`src/rtl/mem_port_arbiter_if.sv`:
```
`default_nettype none
// ============================================================================
//  Module      : mem_port_arbiter_if
//  Description : Fetch, MEM-stage and memory-side signals of the shared
//                data-memory port arbiter.
//  Revision    : 1.0 - initial release
// ============================================================================
interface mem_port_arbiter_if #(
    parameter int ADDR_W    = 32,
    parameter int DATA_W    = 16,
    parameter int MAX_BEATS = 3,
    parameter int BW        = $clog2(MAX_BEATS + 1)
);
    logic                        if_req;
    logic [ADDR_W-1:0]           if_addr;
    logic [DATA_W-1:0]           if_rdata;
    logic                        if_stall;
    logic                        mem_req;
    logic                        mem_we;
    logic [ADDR_W-1:0]           mem_addr;
    logic [BW-1:0]               mem_beats;
    logic [DATA_W*MAX_BEATS-1:0] mem_wdata;
    logic [DATA_W*MAX_BEATS-1:0] mem_rdata;
    logic                        mem_stall;
    logic                        mem_done;
    logic [ADDR_W-1:0]           m_addr;
    logic [DATA_W-1:0]           m_wdata;
    logic                        m_mr;
    logic                        m_mw;
    logic [DATA_W-1:0]           m_rdata;

    // Arbiter side
    modport master (
        input  if_req, if_addr, mem_req, mem_we, mem_addr, mem_beats, mem_wdata, m_rdata,
        output if_rdata, if_stall, mem_rdata, mem_stall, mem_done,
               m_addr, m_wdata, m_mr, m_mw
    );

    // Requester / memory side
    modport slave (
        output if_req, if_addr, mem_req, mem_we, mem_addr, mem_beats, mem_wdata, m_rdata,
        input  if_rdata, if_stall, mem_rdata, mem_stall, mem_done,
               m_addr, m_wdata, m_mr, m_mw
    );
endinterface
`default_nettype wire

```
`src/rtl/mem_port_arbiter.sv`:
```
`default_nettype none
// ============================================================================
//  Module      : mem_port_arbiter
//  Description : Shares one data-memory port between fetch and multi-beat
//                MEM-stage transfers. Define ARB_PERF_CNT_EN for perf counters.
//  Revision    : 1.0 - initial release
// ============================================================================
module mem_port_arbiter #(
    parameter int ADDR_W    = 32,
    parameter int DATA_W    = 16,
    parameter int MAX_BEATS = 3
) (
    input  wire logic          clk,
    input  wire logic          rst,
    mem_port_arbiter_if.master bus
`ifdef ARB_PERF_CNT_EN
    ,
    output logic [31:0]        perf_mem_busy,
    output logic [31:0]        perf_if_stall
`endif
);

    localparam int BW = $clog2(MAX_BEATS + 1);
    localparam logic [BW-1:0] c_max_beats = BW'(MAX_BEATS);

    typedef enum logic [1:0] {
        S_IDLE = 2'd0,
        S_BEAT = 2'd1,
        S_DONE = 2'd2
    } state_t;

    state_t                      r_state;
    state_t                      w_state_nxt;
    logic [BW-1:0]               r_beat_cnt;
    logic [BW-1:0]               w_cnt_nxt;
    logic [BW-1:0]               r_last;
    logic [BW-1:0]               w_last;
    logic                        r_we;
    logic [ADDR_W-1:0]           r_addr;
    logic [DATA_W*MAX_BEATS-1:0] r_wdata;
    logic [DATA_W*MAX_BEATS-1:0] r_rdata;
    logic [DATA_W-1:0]           w_beat_word;
    logic                        w_accept;

    assign w_accept      = rst && (r_state == S_IDLE) && bus.mem_req;
    assign bus.mem_rdata = r_rdata;

    // Stored as the index of the final beat: 0 means one beat, out-of-range clamps.
    always_comb begin
        if (bus.mem_beats == '0)
            w_last = '0;
        else if (bus.mem_beats >= c_max_beats)
            w_last = c_max_beats - 1'b1;
        else
            w_last = bus.mem_beats - 1'b1;
    end

    always_ff @(posedge clk) begin
        if (w_accept) begin
            r_addr  <= bus.mem_addr;
            r_we    <= bus.mem_we;
            r_last  <= w_last;
            r_wdata <= bus.mem_wdata;
        end
    end

    always_ff @(posedge clk) begin
        if (!rst) begin
            r_state    <= S_IDLE;
            r_beat_cnt <= '0;
            r_rdata    <= '0;
        end else begin
            r_state    <= w_state_nxt;
            r_beat_cnt <= w_cnt_nxt;
            if (r_state == S_BEAT && !r_we) begin
                for (int k = 0; k < MAX_BEATS; k++) begin
                    if (r_beat_cnt == BW'(k))
                        r_rdata[k*DATA_W +: DATA_W] <= bus.m_rdata;
                end
            end
        end
    end

    always_comb begin
        w_state_nxt   = r_state;
        w_cnt_nxt     = r_beat_cnt;
        w_beat_word   = '0;
        bus.m_addr    = '0;
        bus.m_wdata   = '0;
        bus.m_mr      = 1'b0;
        bus.m_mw      = 1'b0;
        bus.if_rdata  = '0;
        bus.if_stall  = 1'b0;
        bus.mem_stall = 1'b0;
        bus.mem_done  = 1'b0;

        for (int k = 0; k < MAX_BEATS; k++) begin
            if (r_beat_cnt == BW'(k))
                w_beat_word = r_wdata[k*DATA_W +: DATA_W];
        end

        // Every output stays quiet while reset is held, whatever the state.
        if (rst) begin
            case (r_state)
                S_IDLE: begin
                    w_cnt_nxt     = '0;
                    bus.mem_stall = bus.mem_req;
                    if (bus.mem_req)
                        w_state_nxt = S_BEAT;
                    if (bus.if_req) begin
                        bus.m_mr     = 1'b1;
                        bus.m_addr   = bus.if_addr;
                        bus.if_rdata = bus.m_rdata;
                    end
                end
                S_BEAT: begin
                    bus.m_addr    = r_addr + ADDR_W'(r_beat_cnt);
                    bus.mem_stall = 1'b1;
                    bus.if_stall  = bus.if_req;
                    if (r_we) begin
                        bus.m_mw    = 1'b1;
                        bus.m_wdata = w_beat_word;
                    end else begin
                        bus.m_mr    = 1'b1;
                    end
                    if (r_beat_cnt == r_last)
                        w_state_nxt = S_DONE;
                    else
                        w_cnt_nxt = r_beat_cnt + 1'b1;
                end
                S_DONE: begin
                    bus.mem_done = 1'b1;
                    w_state_nxt  = S_IDLE;
                    if (bus.if_req) begin
                        bus.m_mr     = 1'b1;
                        bus.m_addr   = bus.if_addr;
                        bus.if_rdata = bus.m_rdata;
                    end
                end
                default: begin
                    w_state_nxt = S_IDLE;
                end
            endcase
        end
    end

`ifdef ARB_PERF_CNT_EN
    logic [31:0] r_perf_busy;
    logic [31:0] r_perf_ifst;

    always_ff @(posedge clk) begin
        if (!rst) begin
            r_perf_busy <= '0;
            r_perf_ifst <= '0;
        end else begin
            if (r_state == S_BEAT && r_perf_busy != '1)
                r_perf_busy <= r_perf_busy + 32'd1;
            if (bus.if_req && bus.if_stall && r_perf_ifst != '1)
                r_perf_ifst <= r_perf_ifst + 32'd1;
        end
    end

    assign perf_mem_busy = r_perf_busy;
    assign perf_if_stall = r_perf_ifst;
`endif

endmodule
`default_nettype wire

```
`src/flat_wrapper.sv`:
```
// flat-port wrapper written by rule: the top's interface ports become plain ports
module mem_port_arbiter_flat 
#(
    parameter int ADDR_W    = 32,
    parameter int DATA_W    = 16,
    parameter int MAX_BEATS = 3
)
  (clk, rst, bus_if_req, bus_if_addr, bus_mem_req, bus_mem_we, bus_mem_addr, bus_mem_beats, bus_mem_wdata, bus_m_rdata, bus_if_rdata, bus_if_stall, bus_mem_rdata, bus_mem_stall, bus_mem_done, bus_m_addr, bus_m_wdata, bus_m_mr, bus_m_mw);
  mem_port_arbiter_if #(.ADDR_W(ADDR_W), .DATA_W(DATA_W), .MAX_BEATS(MAX_BEATS)) bus_i ();
  input  wire logic clk;
  input  wire logic rst;
  input wire logic [$bits(bus_i.if_req)-1:0] bus_if_req;
  input wire logic [$bits(bus_i.if_addr)-1:0] bus_if_addr;
  input wire logic [$bits(bus_i.mem_req)-1:0] bus_mem_req;
  input wire logic [$bits(bus_i.mem_we)-1:0] bus_mem_we;
  input wire logic [$bits(bus_i.mem_addr)-1:0] bus_mem_addr;
  input wire logic [$bits(bus_i.mem_beats)-1:0] bus_mem_beats;
  input wire logic [$bits(bus_i.mem_wdata)-1:0] bus_mem_wdata;
  input wire logic [$bits(bus_i.m_rdata)-1:0] bus_m_rdata;
  output wire logic [$bits(bus_i.if_rdata)-1:0] bus_if_rdata;
  output wire logic [$bits(bus_i.if_stall)-1:0] bus_if_stall;
  output wire logic [$bits(bus_i.mem_rdata)-1:0] bus_mem_rdata;
  output wire logic [$bits(bus_i.mem_stall)-1:0] bus_mem_stall;
  output wire logic [$bits(bus_i.mem_done)-1:0] bus_mem_done;
  output wire logic [$bits(bus_i.m_addr)-1:0] bus_m_addr;
  output wire logic [$bits(bus_i.m_wdata)-1:0] bus_m_wdata;
  output wire logic [$bits(bus_i.m_mr)-1:0] bus_m_mr;
  output wire logic [$bits(bus_i.m_mw)-1:0] bus_m_mw;
  assign bus_i.if_req = bus_if_req;
  assign bus_i.if_addr = bus_if_addr;
  assign bus_i.mem_req = bus_mem_req;
  assign bus_i.mem_we = bus_mem_we;
  assign bus_i.mem_addr = bus_mem_addr;
  assign bus_i.mem_beats = bus_mem_beats;
  assign bus_i.mem_wdata = bus_mem_wdata;
  assign bus_i.m_rdata = bus_m_rdata;
  assign bus_if_rdata = bus_i.if_rdata;
  assign bus_if_stall = bus_i.if_stall;
  assign bus_mem_rdata = bus_i.mem_rdata;
  assign bus_mem_stall = bus_i.mem_stall;
  assign bus_mem_done = bus_i.mem_done;
  assign bus_m_addr = bus_i.m_addr;
  assign bus_m_wdata = bus_i.m_wdata;
  assign bus_m_mr = bus_i.m_mr;
  assign bus_m_mw = bus_i.m_mw;
  mem_port_arbiter #(.ADDR_W(ADDR_W), .DATA_W(DATA_W), .MAX_BEATS(MAX_BEATS)) u_core (.clk(clk), .rst(rst), .bus(bus_i));
endmodule
```
`config.mk`:
```
export PLATFORM = sky130hd
export DESIGN_NAME = mem_port_arbiter_flat
export DESIGN_NICKNAME = d
export VERILOG_FILES = /design/src/rtl/mem_port_arbiter_if.sv /design/src/rtl/mem_port_arbiter.sv /design/src/flat_wrapper.sv
export SDC_FILE = /design/constraint.sdc
export NUM_CORES = 1
export LEC_CHECK = 0
export CORE_MARGIN = 3
export CORE_UTILIZATION = 44
export DETAILED_ROUTE_END_ITERATION = 6
export PLACE_DENSITY = 0.91
export SETUP_SLACK_MARGIN = 0.1
export SLEW_MARGIN = 20
export SYNTH_ARGS = -nofsm -noshare
export SYNTH_HDL_FRONTEND = slang
export SYNTH_SLANG_ARGS = --single-unit
```
`constraint.sdc`:
```
create_clock -name clk -period 10.2 [get_ports clk]
set_clock_uncertainty 0.1 [all_clocks]
set_input_delay 1.02 -clock clk [delete_from_list [all_inputs] [get_ports clk]]
set_output_delay 1.02 -clock clk [all_outputs]
set_load 0.01 [all_outputs]
```
**Yosys cells after proc, flatten, opt, wreduce, memory -nomap -nowiden**

Cells that the tools add are included.

- Register bits: 135
- Input bits: 135
- Word-level logic and storage cells: 68

- Add/subtract/negate cells: 3
- $lt $le $gt $ge: 1
- Eq/ne operators: 8
- Muxes and demuxes: 31
- Reductions and logical operators: 15

Operators with widths:

| kind | count |
|---|---|
| $mux W16 | 9 |
| $mux W32 | 2 |
| $pmux W32 S2 | 1 |
| $add A32 B2 Y32 | 1 |
| $mux W1 | 11 |
| $reduce_and A2 Y1 | 5 |
| $mux W2 | 4 |
| $pmux W2 S2 | 2 |
| $logic_not A2 Y1 | 3 |
| $ne A2 B2 Y1 const B | 3 |
| $eq A2 B1 Y1 const B | 2 |
| $eq A2 B2 Y1 const B | 2 |
| $pmux W1 S2 | 2 |
| $reduce_or A2 Y1 | 2 |
| $logic_and A1 B1 Y1 | 3 |
| $add A2 B1 Y2 const B | 1 |
| $eq A2 B2 Y1 | 1 |
| $ge A2 B2 Y1 const B | 1 |
| $reduce_bool A2 Y1 | 1 |
| $sub A2 B1 Y2 const B | 1 |
| $logic_not A1 Y1 | 1 |

**Logic depth before layout (Yosys ltp)**

Gate-level depths: netlist (run 1).

- Word-level depth: 7
- Gate-level depth with buffers: 9

**Worst setup path after synthesis (run 1)**

Ideal clock, no wire load.

- Kind: input to register
- Start point: input port rst
- End point: register u_core.r_addr[0], enable pin
- Setup time: 452 ps
- Data arrival time: 3,378 ps
- Required time: 9,648 ps
- Setup slack: 6,270 ps
- Stages: 2
- Buffers on the path: 0
- Path through: nor2b_1 and3b_1

- Cells in the longest elaborated chain, start to end: 2

RTL lines:

| item | line | source |
|---|---|---|
| start: declaration | flat_wrapper.sv:11 | `input wire logic rst;` |
| $logic_and A1 B1 Y1 (2 in series) | mem_port_arbiter.sv:45 | `assign w_accept = rst && (r_state == S_IDLE) && bus.mem_req;` |
| net u_core.w_accept | mem_port_arbiter.sv:43 | `logic w_accept;` |
| end signal: assignment | mem_port_arbiter.sv:60 | `r_addr <= bus.mem_addr;` |
| end: declaration | mem_port_arbiter.sv:39 | `logic [ADDR_W-1:0] r_addr;` |

The timed path passes the listed nets, and every way through them passes these cells.
A chain may end at the register's enable or synchronous reset.

**Worst setup path after layout (run 1)**

- Start point: input port rst
- End point: output port bus_m_addr[21]

- Cells in the longest elaborated chain, start to end: 1

RTL lines:

| item | line | source |
|---|---|---|
| $mux W32 | mem_port_arbiter.sv:103 | `if (rst) begin` |
| end: declaration | flat_wrapper.sv:25 | `output wire logic [$bits(bus_i.m_addr)-1:0] bus_m_addr;` |

Every way passes these cells.

==> run_results.csv, run 1 <==
group,metric,value,unit
outcome,status,"finished clean",
final_layout,drive_above_1_share,5.46,%
yosys,avgSynthCellArea,10.4,um^2
timing,worstMarginPinSlew,1.07,ns
global_route,grt_pass1_vias,5348,
final_layout,n_fill_cell,1019,
setup_path,crit_cells,7,
drt,drt_pass1_iterations,4,
power_and_ir_drop,power_density,154,nW/um^2
clock_tree,insertion_delay,0.41,ns
yosys,syn-cell-area,6150,um^2
final_layout,antenna_cells,0,
setup_path,path_common_cell,"clkdlybuf4s50_1",
drt,vias,5404,
floorplanning,start_util,45.7,%
timing,min_period_over_period,52.2,%
timing,final_max_slew_viol_count,0,
clock_tree,cts-root-buf,"clkbuf_16",
drt,viasPerCell,5.31,
timing,fin_ws,4.87,ns
drt,wl_per_cell,18.1,um
hold_path,min_path_type,"flop to flop",
global_route,grt_pass1_wl,28600,um
setup_path,crit_path_max_incr_delay,0.79,ns
timing,clock.fmax,0.188,GHz
setup_path,critPathTopFamily,"simple AND/OR/NAND/NOR gates",
global_route,grt_overflow_total,0,
timing,min_period,5.33,ns
yosys,synth_commonest_cells,"nand2_1, edfxtp_1, dfxtp_1, nor2_1, a21boi_1",
drt,drt-initial-drc-count,400,
final_layout,register_area,3530,um^2
setup_path,cp.required,9.08,ns
clock_tree,clk_pin_slew_worst_paths,0.06,ns
drt,drc,0,
clock_tree,cts_setup_buffers,0,
yosys,synth_seq_area_share,57.4,%
yosys,async_reset_ff_share,0,%
hold_path,min_to,"u_core.bus.mem_rdata[43]",
clock_tree,clkSinkCount,135,
power_and_ir_drop,p_leak,3.27,nW
setup_path,rr_startpoint,"u_core.r_state[0]",
hold_path,whs_path_depth,2,
clock_tree,numCtsBuffers,17,
clock_tree,ctsResizeCount,0,
final_layout,nNetsFinal,972,
setup_path,crit_slowest_cell,"and2_1",
timing,fin_tns_setup,0,ns
setup_path,cp_cell_sequence,"clkdlybuf4s50_1, buf_4, nor2b_2, and2_1, nand2_1, o21ai_0, clkdlybuf4s50_1",
yosys,yosysTopAreaCell,"edfxtp_1",
yosys,yosys_warnings,0,
final_layout,syn2layout_area_growth,52.2,%
floorplanning,die_x,124,um
floorplanning,dieArea,15400,um^2
yosys,synth.top_cell.area_share,40.5,%
yosys,synth_most_common_cell,"nand2_1",
timing,hold_viol_final,0,
place,place_congestion,0.888,
hold_path,min_from,"u_core.bus.mem_rdata[43]",
floorplanning,pin_count,252,
yosys,synth_nets,734,
floorplanning,fp.dieH,124,um
place,pre_cts_slack,4.57,ns
place,portBuffers,251,
power_and_ir_drop,peakVddDrop,0.113,mV
setup_path,cp-start-kind,"input port",
drt,totalWireLength,18500,um
setup_path,worst-path-buf-inv,3,
clock_tree,cts_max_level,4,
setup_path,end_kind,"primary output",
setup_path,worst-path-max-fanout,58,
yosys,syn_inst,592,
setup_path,reg2reg_depth,3,
drt,postRouteAntennaNets,0,
timing,grt_setup_unrepaired,"false",
place,dpl.hpwl,13400,um
yosys,yosys-top-cells-area,"edfxtp_1, dfxtp_1, nand2_1",
clock_tree,holdBufCountCts,0,
global_route,grt_usage,23.6,%
clock_tree,clock_path_buffers,2,
yosys,synth.distinct_cells,44,
final_layout,multi_input_area,2450,um^2
timing,setup_viol,0,
timing,slew_headroom,28.4,%
global_route,antenna_found_initial,0,
job,maxCapViolCount,0,
floorplanning,core-area,13500,um^2
yosys,synth-edff-count,83,
setup_path,r2r_setup_slack,7.64,ns
setup_path,r2r_end,"u_core.r_wdata[14]",
floorplanning,fp-row-count,42,
global_route,grt_max_degree,85,
setup_path,cp.arrival,4.21,ns
clock_tree,cts_tree,"yes",
yosys,ys_ff_latch,135,
setup_path,critPathKind,"input port to primary output",
yosys,ys_dominant_reg_cell,"edfxtp_1",
## where the power goes
part | switching (mW) | internal (mW)
combinational | 0.0860 | 0.106
sequential | 0.0139 | 0.606
clock | 0.225 | 0.407
total | 0.325 | 1.12
## final cells by class
class	instances	share of cell area (%)
clock buffer	19	4.62
clock inverter	12	1.90
inverter	5	0.200
multi-input combinational	417	26.1
sequential	135	37.7
tap	176	2.35
timing repair buffer	254	27.1
## routing by layer
layer / GRT usage (%) / vias up / routed length, um
met2: 39.0 / 251 / 9190
met3: 7.00 / 39 / 1400
met1: 28.4 / 2551 / 7280
met5: 0 / - / 0
li1: - / 2563 / -
met4: 10.7 / 0 / 595
## layout by cell type (no fill, tap or decap), drive strengths merged, types with 7 or more instances in the layout
cell,Yosys,routed
nor2,46,46
edfxtp,83,83
o21ai,23,23
a21boi,48,48
xnor2,16,16
clkbuf,24,19
and3,22,22
xor2,16,16
nor2b,7,7
nand2,136,136
a21oi,18,18
nand4,10,10
a22oi,26,26
clkdlybuf4s50,0,251
nand3,11,11
dfxtp,52,52
## worst max-delay path by stage
stage,start,endpoint,slack [ns]
finish,rst,bus_m_addr[21],4.87
global route,rst,bus_m_addr[29],4.63
CTS,rst,bus_m_addr[29],4.57
detailed placement,rst,bus_m_addr[21],4.57
global placement,rst,bus_m_addr[31],4.69
floorplan,rst,u_core.r_addr[0],6.27
## stage by stage
stage	total power, mW	hold slack, ns	utilization [%]	cell area [um^2]	cells
after detailed placement	0.822	0.349	65.1	8750	987
after global placement	0.817	0.340	65.0	8750	987
after CTS	1.46	0.357	69.6	9360	1018
after floorplan	0.707	0.379	-	6150	592
after global routing	1.50	0.372	69.6	9370	1018
final	1.44	0.356	69.6	9370	1018
## worst min-delay path: cells and delay by family (launching register included)
kind	cells	cell delay, ns
AOI/OAI and AO/OA	1	0.05
DFF	1	0.31
and+or+nand+nor	1	0.05
## cells by family after synthesis
| group | share of synthesized area, % |
|---|---|
| buffers and inverters | 2.91 |
| adder cells (fa/ha/maj) | 1.55 |
| multiplexers | 0.183 |
| XOR/XNOR | 4.56 |
| AO/OA/AOI/OAI | 13.0 |
| AND/OR/NAND/NOR | 20.4 |
| flip-flops | 57.4 |
## state kept, by name (all words and copies together), names as in the netlist
signal                count
u_core.r_we               1
u_core.r_addr            32
u_core.r_state            2
u_core.r_last             2
u_core.bus.mem_rdata     48
u_core.r_beat_cnt         2
u_core.r_wdata           48
Power figures use the tool's default switching activity.
==> run 2, diff against run 1 <==
--- a/config.mk
+++ b/config.mk
@@ -6,9 +6,9 @@
 export NUM_CORES = 1
 export LEC_CHECK = 0
 export CORE_MARGIN = 3
-export CORE_UTILIZATION = 44
+export CORE_UTILIZATION = 43
 export DETAILED_ROUTE_END_ITERATION = 6
-export PLACE_DENSITY = 0.91
+export PLACE_DENSITY = 0.89
 export SETUP_SLACK_MARGIN = 0.1
 export SLEW_MARGIN = 20
 export SYNTH_ARGS = -nofsm -noshare
==> constraint.sdc (replaced) <==
create_clock -name clk -period 5.2 [get_ports clk]
set_clock_uncertainty 0.1 [all_clocks]
set_input_delay 0.52 -clock clk [delete_from_list [all_inputs] [get_ports clk]]
set_output_delay 0.52 -clock clk [all_outputs]
set_load 0.01 [all_outputs]
==> run 2 against run 1 <==
Die area rose by 2.2%; cell count rose by 0.69%; worst setup slack got worse by 3.6 ns; count of clock-buffer cells in the layout did not move; clock power rose by 88%; sequential cell count did not move; sequential power rose by 97%; largest power group is now sequential cells; highest routed layer unchanged.
==> run_results.csv, run 2 (synthesis results as in run 1) <==
group,metric,value,unit
setup_path,crit_path_max_incr_delay,0.72,ns
timing,final_max_slew_viol_count,0,
drt,totalWireLength,17900,um
floorplanning,core-area,13900,um^2
global_route,antenna_found_initial,0,
clock_tree,insertion_delay,0.40,ns
setup_path,path_common_cell,"nor2_1",
place,place_congestion,0.853,
timing,grt_setup_unrepaired,"false",
clock_tree,clk_pin_slew_worst_paths,0.06,ns
drt,drt-initial-drc-count,428,
drt,postRouteAntennaNets,0,
final_layout,syn2layout_area_growth,52.2,%
timing,min_period,3.91,ns
clock_tree,numCtsBuffers,17,
setup_path,cp-start-kind,"flop",
place,pre_cts_slack,1.34,ns
floorplanning,start_util,44.2,%
clock_tree,clkSinkCount,135,
floorplanning,die_x,126,um
timing,fin_ws,1.29,ns
global_route,grt_pass1_wl,27800,um
place,dpl.hpwl,13300,um
setup_path,critPathTopFamily,"simple AND/OR/NAND/NOR gates",
global_route,grt_pass1_vias,5180,
floorplanning,pin_count,252,
timing,slew_headroom,36.4,%
outcome,status,"finished clean",
final_layout,drive_above_1_share,5.80,%
setup_path,end_kind,"primary output",
job,maxCapViolCount,0,
clock_tree,ctsResizeCount,0,
clock_tree,clock_path_buffers,2,
setup_path,cp.arrival,3.29,ns
final_layout,mostFrequentLayoutCells,"clkdlybuf4s50_1, nand2_1, edfxtp_1",
clock_tree,cts_max_level,4,
clock_tree,cts_setup_buffers,0,
final_layout,antenna_cells,0,
timing,worstMarginPinSlew,0.954,ns
drt,wl_per_cell,17.5,um
final_layout,mostFrequentLayoutCell,"clkdlybuf4s50_1",
final_layout,final_area,9370,um^2
clock_tree,cts-root-buf,"clkbuf_16",
setup_path,worst-path-max-fanout,20,
clock_tree,cts_tree,"yes",
floorplanning,fp-row-count,43,
setup_path,cp.required,4.58,ns
timing,fin_tns_setup,0,ns
power_and_ir_drop,p_leak,3.27,nW
drt,vias,5281,
clock_tree,holdBufCountCts,0,
place,place_area,8770,um^2
drt,drt_pass1_iterations,5,
floorplanning,dieArea,15800,um^2
setup_path,critPathKind,"flop to primary output",
drt,viasPerCell,5.15,
place,portBuffers,251,
global_route,grt_max_degree,63,
floorplanning,fp.dieH,126,um
timing,setup_viol,0,
global_route,grt_usage,22.5,%
final_layout,nNetsFinal,974,
drt,drc,0,
timing,clock.fmax,0.256,GHz
setup_path,cp_cell_sequence,"inv_1, ha_1, nor2b_2, a22oi_1, nor2_1, a21oi_1, nor2_1, clkdlybuf4s50_1",
hold_path,min_path_type,"flop to flop",
setup_path,crit_slowest_cell,"nor2b_2",
power_and_ir_drop,peakVddDrop,0.247,mV
timing,hold_viol_final,0,
power_and_ir_drop,power_density,297,nW/um^2
timing,min_period_over_period,75.1,%
global_route,grt_overflow_total,0,
setup_path,worst-path-buf-inv,2,
==> run 2: changes by cell type in the layout (fill, tap and decap cells not counted), sizes merged <==
cell	change
inv	-1
buf	+2
bufinv	-1
clkinv	+2
clkinvlp	+1
==> run 2: worst paths after layout <==
kind	end	slack [ns]	cells after the start	from
worst max register to register	u_core.bus.mem_rdata[6]	2.67	5	u_core.r_state[0]
worst min-delay path	u_core.bus.mem_rdata[47]	0.35	2	u_core.bus.mem_rdata[47]
worst max-delay path	bus_m_wdata[13]	1.29	8	u_core.r_beat_cnt[1]
worst min register to register	u_core.bus.mem_rdata[47]	0.35	2	u_core.bus.mem_rdata[47]
==> run 2: area by class of cell <==
cell class / instances / area, um^2
well taps: 180 / 225
inverters: 5 / 18.8
clock inverters: 13 / 156
flip-flops and latches: 135 / 3530
repair buffers: 256 / 2550
fillers: 1061 / 4570
multi-input cells: 417 / 2450
clock buffers: 19 / 433
==> run 2: worst min-delay path: cells and delay by family, from the launching register on <==
family	cells	cell delay [ns]
DFF	1	0.30
and+or+nand+nor	1	0.05
AOI/OAI and AO/OA	1	0.05
==> run 2: power breakdown <==
group	switching [mW]	leakage, nW	internal, mW
sequential	0.0282	1.19	1.19
clock	0.439	0.276	0.750
combinational	0.170	1.80	0.210
total	0.637	3.27	2.15
==> run 2: metrics by stage <==
step	hold WS, ns	cells	total power [mW]	util, %
6_report	0.351	1025	2.78	67.2
5_1_grt	0.371	1025	2.89	67.2
4_1_cts	0.353	1025	2.81	67.2
3_5_place_dp	0.345	993	1.62	62.9
3_3_place_gp	0.340	993	1.61	62.9
2_1_floorplan	0.379	592	1.39	-
==> run 2: metal layers <==
| metal | wire [um] | up-vias | GRT usage (%) |
|---|---|---|---|
| met5 | 0 | - | 0 |
| met3 | 1440 | 36 | 7.34 |
| li1 | - | 2556 | - |
| met1 | 7210 | 2455 | 27.8 |
| met4 | 469 | 0 | 8.35 |
| met2 | 8800 | 234 | 36.8 |
==> run 3, diff against run 2 <==
--- a/config.mk
+++ b/config.mk
@@ -6,9 +6,9 @@
 export NUM_CORES = 1
 export LEC_CHECK = 0
 export CORE_MARGIN = 3
-export CORE_UTILIZATION = 43
+export CORE_UTILIZATION = 39
 export DETAILED_ROUTE_END_ITERATION = 6
-export PLACE_DENSITY = 0.89
+export PLACE_DENSITY = 0.86
 export SETUP_SLACK_MARGIN = 0.1
 export SLEW_MARGIN = 20
 export SYNTH_ARGS = -nofsm -noshare
==> constraint.sdc (replaced) <==
create_clock -name clk -period 3.2 [get_ports clk]
set_clock_uncertainty 0.1 [all_clocks]
set_input_delay 0.32 -clock clk [delete_from_list [all_inputs] [get_ports clk]]
set_output_delay 0.32 -clock clk [all_outputs]
set_load 0.01 [all_outputs]
==> run 3 against run 2 <==
Utilization shrank 4.5 points; first-iteration DRC count shrank 33%; worst setup slack lost 1.2 ns; critical endpoint is now bus_m_addr[23]; largest cell class unchanged.
==> run_results.csv, run 3 (synthesis results as in run 1) <==
group,metric,value,unit
clock_tree,holdBufCountCts,0,
timing,grt_setup_unrepaired,"true",
global_route,grt_usage,21.1,%
timing,fin_tns_setup,0,ns
setup_path,critPathTopFamily,"buffers and inverters",
final_layout,syn2layout_area_growth,56.1,%
clock_tree,cts_max_level,4,
drt,viasPerCell,5.05,
final_layout,register_area,3540,um^2
setup_path,critPathKind,"flop to primary output",
floorplanning,dieArea,17300,um^2
timing,final_max_slew_viol_count,0,
timing,worstMarginPinSlew,0.661,ns
hold_path,min_path_type,"flop to flop",
global_route,antenna_found_initial,1,
drt,drt-initial-drc-count,285,
power_and_ir_drop,power_density,493,nW/um^2
floorplanning,core-area,15300,um^2
clock_tree,clock_path_buffers,2,
setup_path,worst-path-buf-inv,1,
final_layout,drive_above_1_share,8.05,%
setup_path,cp.arrival,2.65,ns
floorplanning,start_util,40.2,%
global_route,grt_overflow_total,0,
setup_path,cp_cell_sequence,"ha_1, a21o_1, and2_4, nand4b_1, xor2_1, o21ai_0, clkdlybuf4s50_1",
place,dpl.hpwl,13600,um
job,maxCapViolCount,0,
final_layout,antenna_cells,0,
drt,postRouteAntennaNets,0,
floorplanning,fp-row-count,45,
drt,drc,0,
drt,totalWireLength,18600,um
timing,setup_viol,0,
place,pre_cts_slack,0.171,ns
final_layout,mostFrequentLayoutCell,"clkdlybuf4s50_1",
clock_tree,numCtsBuffers,17,
final_layout,n_fill_cell,1259,
setup_path,cp-start-kind,"flop",
timing,fin_ws,0.133,ns
drt,vias,5394,
floorplanning,pin_count,252,
global_route,grt_pass1_wl,29200,um
final_layout,nNetsFinal,986,
clock_tree,clk_pin_slew_worst_paths,0.06,ns
timing,fin_hold_ws,0.353,ns
timing,hold_viol_final,0,
setup_path,end_kind,"primary output",
final_layout,multi_input_area,2480,um^2
place,place_congestion,0.889,
drt,wl_per_cell,17.5,um
final_layout,mostFrequentLayoutCells,"clkdlybuf4s50_1, nand2_1, edfxtp_1",
setup_path,crit_path_max_incr_delay,0.56,ns
floorplanning,fp.dieH,132,um
setup_path,worst-path-max-fanout,9,
timing,clock.fmax,0.326,GHz
timing,slew_headroom,55.9,%
outcome,status,"finished clean",
global_route,grt_pass1_vias,5512,
setup_path,crit_slowest_cell,"clkdlybuf4s50_1",
power_and_ir_drop,peakVddDrop,0.405,mV
place,portBuffers,251,
floorplanning,die_x,132,um
drt,drt_pass1_iterations,4,
clock_tree,clkSinkCount,135,
timing,min_period_over_period,95.9,%
power_and_ir_drop,p_leak,3.55,nW
clock_tree,cts_tree,"yes",
timing,min_period,3.07,ns
clock_tree,cts-root-buf,"clkbuf_16",
global_route,grt_max_degree,54,
clock_tree,insertion_delay,0.41,ns
setup_path,cp.required,2.78,ns
run 3: cell count changes in the layout (fill, tap and decap cells not counted), sizes merged, moves of 3 or more:
cell,delta
buf,+12
clkdlybuf4s50,-17
clkinv,-3
dlygate4sd2,+8
dlymetal6s2s,+8
run 3: worst paths after layout:
check / from / endpoint / slack, ns / depth (start not counted)
worst max-delay path: u_core.r_addr[1] / bus_m_addr[23] / 0.13 / 7
worst min-delay path: u_core.bus.mem_rdata[28] / u_core.bus.mem_rdata[28] / 0.35 / 2
worst max register to register: u_core.r_state[0] / u_core.bus.mem_rdata[16] / 1.06 / 5
worst min register to register: u_core.bus.mem_rdata[28] / u_core.bus.mem_rdata[28] / 0.35 / 2
run 3: metrics by stage:
| step | cells | util (%) | power [mW] | instance area, um^2 |
|---|---|---|---|---|
| global placement | 1033 | 58.0 | 2.63 | 8890 |
| finish | 1068 | 62.7 | 4.73 | 9600 |
| floorplan | 592 | - | 2.25 | 6150 |
| CTS | 1066 | 62.4 | 4.77 | 9560 |
| detailed placement | 1033 | 58.0 | 2.64 | 8890 |
| global route | 1068 | 62.7 | 4.91 | 9600 |
run 3: worst register-to-register path, stage by stage (launching register included):
cell and delay (ns):
dfxtp_1 0.46, nor2b_4 0.34, and2b_1 0.26, and2_1 0.58, nand2_1 0.11, a21boi_0 0.20
run 3: routing by layer:
layer,track usage (%),up-vias,wire (um)
li1,-,2599,-
met1,24.9,2536,7510
met2,36.2,224,9270
met3,6.66,33,1380
met4,7.58,2,474
met5,0,-,13
run 3: repair_timing:
action	in CTS	in global routing
buffers inserted	1	2
pin swaps	1	0
setup endpoints to repair	31	34
gates resized for setup	19	14
run 3: power by group:
group / total, mW / internal, mW / switching [mW]
clock network: 2.13 / 1.40 / 0.728
logic: 0.630 / 0.349 / 0.281
registers: 1.97 / 1.93 / 0.0447
run 3: area by class of cell:
class | count | share of cell area, %
Timing Repair Buffer | 268 | 27.7
Clock inverter | 12 | 2.07
Tap cell | 211 | 2.75
Multi-Input combinational cell | 417 | 25.8
Sequential cell | 135 | 36.8
Inverter | 5 | 0.195
Clock buffer | 20 | 4.65
